==> config.mk <==
export PLATFORM = sky130hd
export DESIGN_NAME = arb_requester
export DESIGN_NICKNAME = d
export VERILOG_FILES = /design/src/rtl/arb_requester.sv
export SDC_FILE = /design/constraint.sdc
export NUM_CORES = 1
export LEC_CHECK = 0
export CAP_MARGIN = 10
export CORE_ASPECT_RATIO = 2
export CORE_UTILIZATION = 35
export CTS_BUF_LIST = sky130_fd_sc_hd__clkbuf_4
export DETAILED_ROUTE_END_ITERATION = 8
export HOLD_SLACK_MARGIN = 0.15
export PLACE_DENSITY = 0.56
export SETUP_SLACK_MARGIN = 0.05
export SYNTH_ARGS = -nofsm -noshare
export SYNTH_HDL_FRONTEND = slang
export SYNTH_SLANG_ARGS = --single-unit
export TNS_END_PERCENT = 20
==> constraint.sdc <==
create_clock -name clk -period 2.58 [get_ports clk]
set_input_delay 0.516 -clock clk [delete_from_list [all_inputs] [get_ports clk]]
set_output_delay 0.516 -clock clk [all_outputs]
set_load 0.1 [all_outputs]
==> src/rtl/arb_requester.sv <==
// Initiator-side agent for one round-robin arbiter port: queues burst commands
// and issues one beat of the head burst per grant cycle.
module arb_requester #(
  parameter int DEPTH = 4,
  parameter int DW    = 8,
  parameter int LW    = 4
) (
  input  logic                     clk,
  input  logic                     reset,
  input  logic                     push_valid,
  output logic                     push_ready,
  input  logic [DW-1:0]            push_data,
  input  logic [LW-1:0]            push_len,
  output logic                     req,
  input  logic                     gnt,
  output logic                     out_valid,
  output logic [DW-1:0]            out_data,
  output logic [LW-1:0]            out_beat,
  output logic                     out_last,
  output logic [$clog2(DEPTH):0]   count,
  output logic                     gnt_err
);

  localparam int AW = $clog2(DEPTH);
  localparam int CW = AW + 1;

  logic [DW-1:0] mem_data [DEPTH];
  logic [LW-1:0] mem_len  [DEPTH];
  logic [AW-1:0] wr_ptr;
  logic [AW-1:0] rd_ptr;
  logic [LW-1:0] beat;

  logic do_push;
  logic do_issue;
  logic head_last;
  logic do_pop;

  // push_ready ignores a same-cycle pop, so a full queue never pushes through
  assign push_ready = (count != CW'(DEPTH));
  assign req        = (count != '0);
  assign do_push    = push_valid && push_ready;
  assign do_issue   = gnt && req;
  assign head_last  = (beat == mem_len[rd_ptr]);
  assign do_pop     = do_issue && head_last;

  always_ff @(posedge clk) begin
    if (do_push) begin
      mem_data[wr_ptr] <= push_data;
      mem_len[wr_ptr]  <= push_len;
    end
  end

  always_ff @(posedge clk or posedge reset) begin
    if (reset) begin
      wr_ptr    <= '0;
      rd_ptr    <= '0;
      count     <= '0;
      beat      <= '0;
      out_valid <= 1'b0;
      out_data  <= '0;
      out_beat  <= '0;
      out_last  <= 1'b0;
      gnt_err   <= 1'b0;
    end else begin
      if (do_push) begin
        wr_ptr <= wr_ptr + AW'(1);
      end
      if (do_pop) begin
        rd_ptr <= rd_ptr + AW'(1);
      end

      unique case ({do_push, do_pop})
        2'b10:   count <= count + CW'(1);
        2'b01:   count <= count - CW'(1);
        default: count <= count;
      endcase

      // The beat counter only moves on an issue, so an interrupted burst resumes where it left off
      out_valid <= do_issue;
      if (do_issue) begin
        out_data <= mem_data[rd_ptr];
        out_beat <= beat;
        out_last <= head_last;
        beat     <= head_last ? '0 : beat + LW'(1);
      end

      if (gnt && !req) begin
        gnt_err <= 1'b1;
      end
    end
  end

endmodule
# Word level (Yosys, flattened, before mapping)
# Memories as Yosys holds them, arrays and structs flattened. A register that Yosys moved wholly into a read port is not among the register bits.
# Index checks and enable logic that the tools add are counted.
# W data, S select, Z words.
# word_totals
word_cells	30
input_bits	16
register_bits	18
mem_bits_rw	48
out_inout_bits	20
n_memories	2
# mem_list
name	depth	width	read_ports	rd_ports_with_merged_regs	write_ports	line	rtl
mem_data	4	8	1	1	1	27	logic [DW-1:0] mem_data [DEPTH];
mem_len	4	4	1	0	1	28	logic [LW-1:0] mem_len [DEPTH];
# op_classes
add_sub_neg	5
n_mux	4
n_reduce_logical	7
eq_ne	4
# op_table
op	count
$pmux W3 S2	1
$add A2 B1 Y2 const B	2
$add A4 B1 Y4 const B	1
$eq A4 B4 Y1	1
$logic_and A1 B1 Y1	4
$mux W4	1
$add A3 B1 Y3 const B	1
$ne A3 B3 Y1 const B	1
$reduce_bool A3 Y1	1
$sub A3 B1 Y3 const B	1
$eq A2 B1 Y1 const B	1
$eq A2 B2 Y1 const B	1
$mux W1	2
$reduce_bool A2 Y1	1
$logic_not A1 Y1	1

# Logic depth before layout (Yosys ltp)
# Gate-level depths: netlist of run 1.
# logic_depth
depth_word	5
depth_mapped	11
mapped_depth_nobuf	10

# Worst setup path after synthesis of run 1
# No wires, ideal clock.
# synth_path
path_kind	reg2reg
start	register count[2]
end	register count[2]
synth_period_minus_slack_ps	3626
setup_slack_ps	-1046
t_arrival_ps	3464
setup_time_ps	162
path_stages_with_launch	10
required_ps	2418
path_buffers	0
path_cell_list	dfrtp_1 nand3_1 and2_1 inv_1 ha_1 inv_1 fa_1 xor2_1 nor2_1 xor2_1
# synth_via
word_cells_on_any_way	11
cone_classes	2 x add/sub; 3 x eq/ne; 1 x mux; 5 x reduce/logical
# synth_rtl
element	line	rtl
start: declaration	20	output logic [$clog2(DEPTH):0] count,
start signal: assignment	73	2'b10: count <= count + CW'(1);
start signal: assignment	74	2'b01: count <= count - CW'(1);
start signal: assignment	75	default: count <= count;
$ne A3 B3 Y1 *	39	assign push_ready = (count != CW'(DEPTH));
named net push_ready	11	output logic push_ready,
$logic_and A1 B1 Y1 *	41	assign do_push = push_valid && push_ready;
$eq A2 B1 Y1 / $eq A2 B2 Y1 (equally long branches)	72	unique case ({do_push, do_pop})
$pmux W3 S2 / $reduce_bool A2 Y1 (equally long branches)	-	
# The timed path passes the listed nets; every way through them passes the cells marked *.
# A chain may end at the register's enable or synchronous reset.

# Final worst setup path of run 1
# layout_path
start	register rd_ptr[0]
end	register count[2]
# layout_via
elab_chain_cells	5
word_cells_on_any_way	7
cone_classes	3 x eq/ne; 1 x mux; 2 x reduce/logical; 1 x memory
# layout_lines
element	line	rtl
start: declaration	30	logic [AW-1:0] rd_ptr;
start signal: assignment	69	rd_ptr <= rd_ptr + AW'(1);
$mem_v2 Z4 W4 *	-	
$eq A4 B4 Y1 *	43	assign head_last = (beat == mem_len[rd_ptr]);
$logic_and A1 B1 Y1 *	44	assign do_pop = do_issue && head_last;
named net do_pop	36	logic do_pop;
$eq A2 B1 Y1 / $eq A2 B2 Y1 (equally long branches)	72	
$pmux W3 S2 / $reduce_bool A2 Y1 (equally long branches)	-	
# Marked as above.

==> impl_metrics.csv, run 1 <==
group,metric,value,unit
yosys,synth_seq_cells,74,
global_route,grt_overflow_total,0,
routing,viasPerCell,4.78,
die,core_area,8350,sq um
timing,worst_slew_pin_slew,0.349,ns
die,dieHeight,133,um
cts,cts_buffers,9,
cts,clkTransAtPathRegs,0.12,ns
die,start_util,36.2,%
timing,rsz0062_at_grt,"true",
cells_and_area,fin_area,3780,sq um
critical_path,crit_required,2.93,ns
run,drv_cap,0,
cells_and_area,stdcell_count,333,
timing,slew_headroom,76.7,%
cells_and_area,seq_area,2100,sq um
timing,maxSlewViolCount,0,
routing,drt_wl_total,5530,um
yosys,yosysSeqAreaShare,69.2,%
routing,drt-initial-drc-count,63,
timing,fmaxAchievable,395,MHz
yosys,mappedNetlistArea,3020,sq um
global_route,grt_usage,14.5,%
placement,routabilityCongestion,0.756,
cts,cts_tree,"yes",
yosys,ys.flop_type,"edfxtp_1",
cts,htreeDepth,3,
die,fp.dieArea,9040,sq um
die,die_w,67.7,um
critical_path,cp-end-kind,"flop",
cts,cts.sinks,74,
worst_hold_path,hold_path.class,"in -> async",
yosys,syn_avg_cell_area,17.8,sq um
yosys,ys.warnings.count,0,
critical_path,regToRegStartpoint,"rd_ptr[0]",
status,status,"finished clean",
routing,vias,1592,
global_route,grt_pass1_vias,1681,
routing,post_drt_wl_per_cell,16.6,um
die,boundaryPins,36,
cells_and_area,layout-drive-gt1-share,35.5,%
global_route,grt_max_degree,27,
global_route,grt_pass1_wl,8890,um
cells_and_area,multi_input_area,926,sq um
yosys,synth_edf_count,48,
global_route,antenna_found_initial,1,
yosys,async_flop_share,35.1,%
cells_and_area,nets,252,
timing,fin_crit_sh,98.1,%
yosys,synth_nets,193,
critical_path,cp_max_fo,6,
die,rows,47,
placement,place_area,3540,sq um
yosys,syn_inst,170,
critical_path,cp-start-kind,"flop",
timing,min_period,2.53,ns
critical_path,criticalPathCategory,"reg -> reg",
critical_path,startpoint,"rd_ptr[0]",
cells_and_area,fill_cells,750,
cts,insertion_delay,0.43,ns
routing,ant_nets,0,
timing,finalClockSkew,0.0128,ns
cells_and_area,syn_to_final_growth,24.9,%
timing,setup_viol,0,
critical_path,arrival,2.88,ns
yosys,synth_cell_types,33,
routing,drc,0,
cts,cts_buffer_depth,2,
placement,dp.final_hpwl,3710,um
routing,first_pass_iters,4,
timing,hold_viol,0,
placement,placed_cells,312,
cts,root_buffer,"clkbuf_4",
placement,numPortBuffers,35,
cts,holdBufCountCts,0,
-- sequential cells by signal, indices dropped and copies added (netlist names), 2 cells and up --
signal	cells
beat	4
count	3
mem_data	32
mem_len	16
out_beat	4
out_data	8
rd_ptr	2
wr_ptr	2
-- what timing repair did --
action	4_1_cts	5_1_grt
setup buffers	4	0
pin swaps	7	7
setup endpoints to repair	1	2
endpoints found under the hold margin	0	0
resized for setup	8	3
-- synth_stat cells (2+ instances only) --
cell type | instances | share of area (%)
a21o_1 | 2 | 0.50
mux4_1 | 11 | 9.6
xor2_1 | 3 | 0.87
clkbuf_1 | 2 | 0.25
mux2_2 | 7 | 2.6
nand3_1 | 3 | 0.50
o21ai_0 | 4 | 0.66
inv_1 | 9 | 1.1
and3_1 | 4 | 0.83
edfxtp_1 | 48 | 48
xnor2_2 | 4 | 2.2
xnor2_1 | 3 | 0.87
dfrtp_1 | 26 | 22
nand2_1 | 20 | 2.5
ha_1 | 6 | 2.5
-- critical path: stages, from the launching register on --
cell     delay, ns
dfrtp_2       0.47
mux4_2        0.56
xnor2_2       0.25
nand4_4       0.13
nor2_4        0.14
ha_4          0.14
inv_2         0.03
fa_2          0.32
xor2_1        0.14
nor2_1        0.11
xor2_1        0.15
-- through the flow --
stage / hold WS [ns] / setup WS (ns) / setup TNS [ns] / util (%)
2_1_floorplan: 0.542 / -0.0385 / -0.0385 / -
4_1_cts: 0.425 / -0.000122 / -0.000122 / 44.8
3_5_place_dp: 0.466 / -0.103 / -0.103 / 42.4
3_3_place_gp: 0.459 / -0.0628 / -0.0628 / 42.4
6_report: 0.438 / 0.0502 / 0 / 45.2
5_1_grt: 0.463 / -0.0847 / -0.0847 / 45.2
-- layout by cell type (no fill, tap or decap), drive strengths merged, types with 3 or more instances in the layout --
cell type	Yosys	layout
mux2	7	7
clkdlybuf4s50	0	15
clkbuf	2	11
nand3	3	3
mux4	12	12
dfrtp	26	26
buf	2	37
xnor2	7	7
xor2	3	3
o21ai	4	4
and3	4	4
edfxtp	48	48
ha	6	6
inv	10	10
nand2	21	21
-- worst paths after layout --
kind	endpoint	slack (ns)	cells after the start
max in group asynchronous	count[2]	1.87	3
max	count[2]	0.05	10
min	wr_ptr[1]	0.44	3
max reg2reg	count[2]	0.05	10
min in group clk	gnt_err	0.49	1
min reg2reg	gnt_err	0.49	1
-- area by class of cell --
type	instances	share of cell area, %
clock inverter	5	2.12
clock buffer	11	2.19
timing repair buffer	52	11.3
multi-input combinational	82	24.5
inverter	10	0.994
tap	98	3.25
sequential	74	55.5
antenna	1	0.0663
-- routing by layer --
metal	up-vias	global-route usage, %	share of wire, %
met3	11	4.37	3.1
met5	-	0	0
met4	0	7.80	2.6
met2	29	24.9	58
li1	755	-	-
met1	797	15.1	37
-- cells by family (layout without fill, tap and decap cells) --
family | count (synthesis) | in the layout | synth area share, %
compound gates | 9 | 9 | 2.03
xor+xnor | 10 | 10 | 3.89
fa+ha+maj | 7 | 7 | 3.15
buf+inv | 14 | 78 | 1.99
flops | 74 | 74 | 69.2
mux | 20 | 20 | 13.2
other cells | 0 | 1 | 0
simple gates | 36 | 36 | 6.50
Power of run 1 is left out: the tool's default activity adds up to more than one toggle a clock period on the data nets, which glitch-free logic cannot reach.
==> inputs of run 2 (changes only) <==
- CTS_CLUSTER_DIAMETER: unset -> 40
- PLACE_DENSITY: 0.56 -> 0.54
- clock period: 2.58 -> 2.6 ns (I/O delays scaled with it)
==> impl_metrics.csv, run 2 (synthesis results as in run 1) <==
group,metric,value,unit
global_route,grt_usage,14.3,%
global_route,antenna_found_initial,1,
routing,post_drt_wl_per_cell,16.8,um
die,dieHeight,133,um
routing,drt-initial-drc-count,45,
timing,fmaxAchievable,389,MHz
global_route,grt_overflow_total,0,
status,status,"finished clean",
cts,cts_tree,"yes",
critical_path,cp_max_fo,6,
timing,maxSlewViolCount,0,
cts,root_buffer,"clkbuf_4",
die,start_util,36.2,%
timing,fin_crit_sh,98.8,%
cells_and_area,reg.largest.list,"mem_data x32, mem_len x16, out_data x8",
die,core_area,8350,sq um
placement,numPortBuffers,35,
run,drv_cap,0,
cells_and_area,finish.utilization,44.2,%
critical_path,cp_top_family,"XOR/XNOR gates",
timing,slew_headroom,75.6,%
critical_path,critical-path-max-stage-delay,0.51,ns
cells_and_area,syn_to_final_growth,22.2,%
cells_and_area,largest_register_ffs,32,
critical_path,rr_worst_depth,11,
timing,min_period,2.57,ns
critical_path,cp_cell_sequence,"buf_6 -> mux4_2 -> xnor2_2 -> nand4_4 -> nor2_4 -> ha_4 -> inv_2 -> fa_2 -> xor2_1 -> nor2_1 -> xor2_1",
critical_path,cp-end-kind,"flop",
cts,cts_buffers,9,
critical_path,r2r_setup_slack,0.03,ns
timing,worst_slew_pin_slew,0.367,ns
routing,first_pass_iters,4,
die,boundaryPins,36,
critical_path,critPathMostFrequentCell,"xor2_1",
routing,drt_wl_total,5590,um
placement,dp.final_hpwl,3710,um
cells_and_area,nets,252,
die,die_w,67.7,um
worst_hold_path,hold_path.class,"in -> async",
cts,clkTransAtPathRegs,0.12,ns
placement,routabilityCongestion,0.699,
timing,rsz0062_at_grt,"true",
cells_and_area,largest-register,"mem_data",
critical_path,crit_buf_inv,2,
critical_path,criticalPathCategory,"reg -> reg",
die,rows,47,
cells_and_area,final_common_cell,"edfxtp_1",
critical_path,regToRegStartpoint,"rd_ptr[0]",
timing,hold_viol,0,
timing,finalClockSkew,0.0160,ns
global_route,grt_max_degree,27,
global_route,grt_pass1_vias,1654,
cts,cts_buffer_depth,2,
cts,htreeDepth,3,
cells_and_area,layout-drive-gt1-share,34.6,%
cts,cts.sinks,74,
critical_path,crit_required,2.93,ns
critical_path,cp-start-kind,"flop",
cts,holdBufCountCts,0,
routing,ant_nets,0,
routing,drc,0,
cts,insertion_delay,0.41,ns
timing,setup_viol,0,
die,fp.dieArea,9040,sq um
critical_path,r2r-end,"count[2]",
critical_path,crit_slowest_cell,"mux4_2",
routing,viasPerCell,4.86,
critical_path,arrival,2.90,ns
global_route,grt_pass1_wl,8610,um
cells_and_area,final_cell_mix,"edfxtp_1 (48), buf_4 (36), dfrtp_1 (22)",
routing,vias,1619,
==> run 2: cell types whose count changed in the layout (fill, tap and decap cells not counted) <==
cell        delta
xnor2_4        -3
bufinv_16      -2
clkinvlp_4     -1
buf_4          -1
clkinv_1       +2
buf_6          +1
xnor2_2        +3
clkbuf_4       +1
==> run 2: area by class of cell <==
| cell class | count | area [sq um] |
|---|---|---|
| fill | 780 | 4660 |
| sequential | 74 | 2100 |
| multi-input combinational | 82 | 892 |
| timing repair buffer | 52 | 432 |
| tap | 98 | 123 |
| clock buffer | 12 | 90.1 |
| inverter | 10 | 37.5 |
| clock inverter | 4 | 20.0 |
| antenna | 1 | 2.50 |
==> run 2: tightest hold or removal path, delay by kind of cell <==
kind / cells / cell delay, ns
buf+inv: 3 / 0.77
==> run 2: how the worst max path moves through the flow <==
stage / start / to / slack [ns] / depth (start not counted)
after floorplan: rd_ptr[0] / count[2] / -0.02 / 11
after global placement: rd_ptr[0] / count[2] / -0.03 / 11
after detailed placement: rd_ptr[0] / count[2] / -0.07 / 11
after CTS: rd_ptr[0] / count[2] / -0.03 / 11
after global routing: rd_ptr[0] / count[2] / -0.1 / 11
final: rd_ptr[0] / count[2] / 0.03 / 11
==> run 2: metal layers <==
layer	wire length (um)	track usage [%]	vias up	part of all wire (%)
met3	210	4.62	9	3.8
met4	118	7.45	0	2.1
met1	2070	14.7	821	37
li1	-	-	757	-
met2	3190	24.4	32	57
met5	0	0	-	0
==> run 2: per-stage QoR <==
step | cells | hold slack (ns) | instance area [sq um] | worst slack, ns | setup TNS (ns)
after floorplan | 170 | 0.542 | 3040 | -0.0185 | -0.0185
after global placement | 312 | 0.459 | 3540 | -0.0284 | -0.0284
after detailed placement | 312 | 0.463 | 3540 | -0.0741 | -0.0741
after CTS | 329 | 0.441 | 3680 | -0.0306 | -0.0306
after global routing | 333 | 0.482 | 3690 | -0.0989 | -0.0989
final | 333 | 0.466 | 3690 | 0.0320 | 0
==> run 2: timing repair <==
| item | 4_1_cts | 5_1_grt |
|---|---|---|
| endpoints found under the setup margin | 1 | 2 |
| resized for setup | 6 | 3 |
| setup buffers | 1 | 3 |
| pin swaps | 4 | 6 |
Power of run 2 is left out for the same reason.
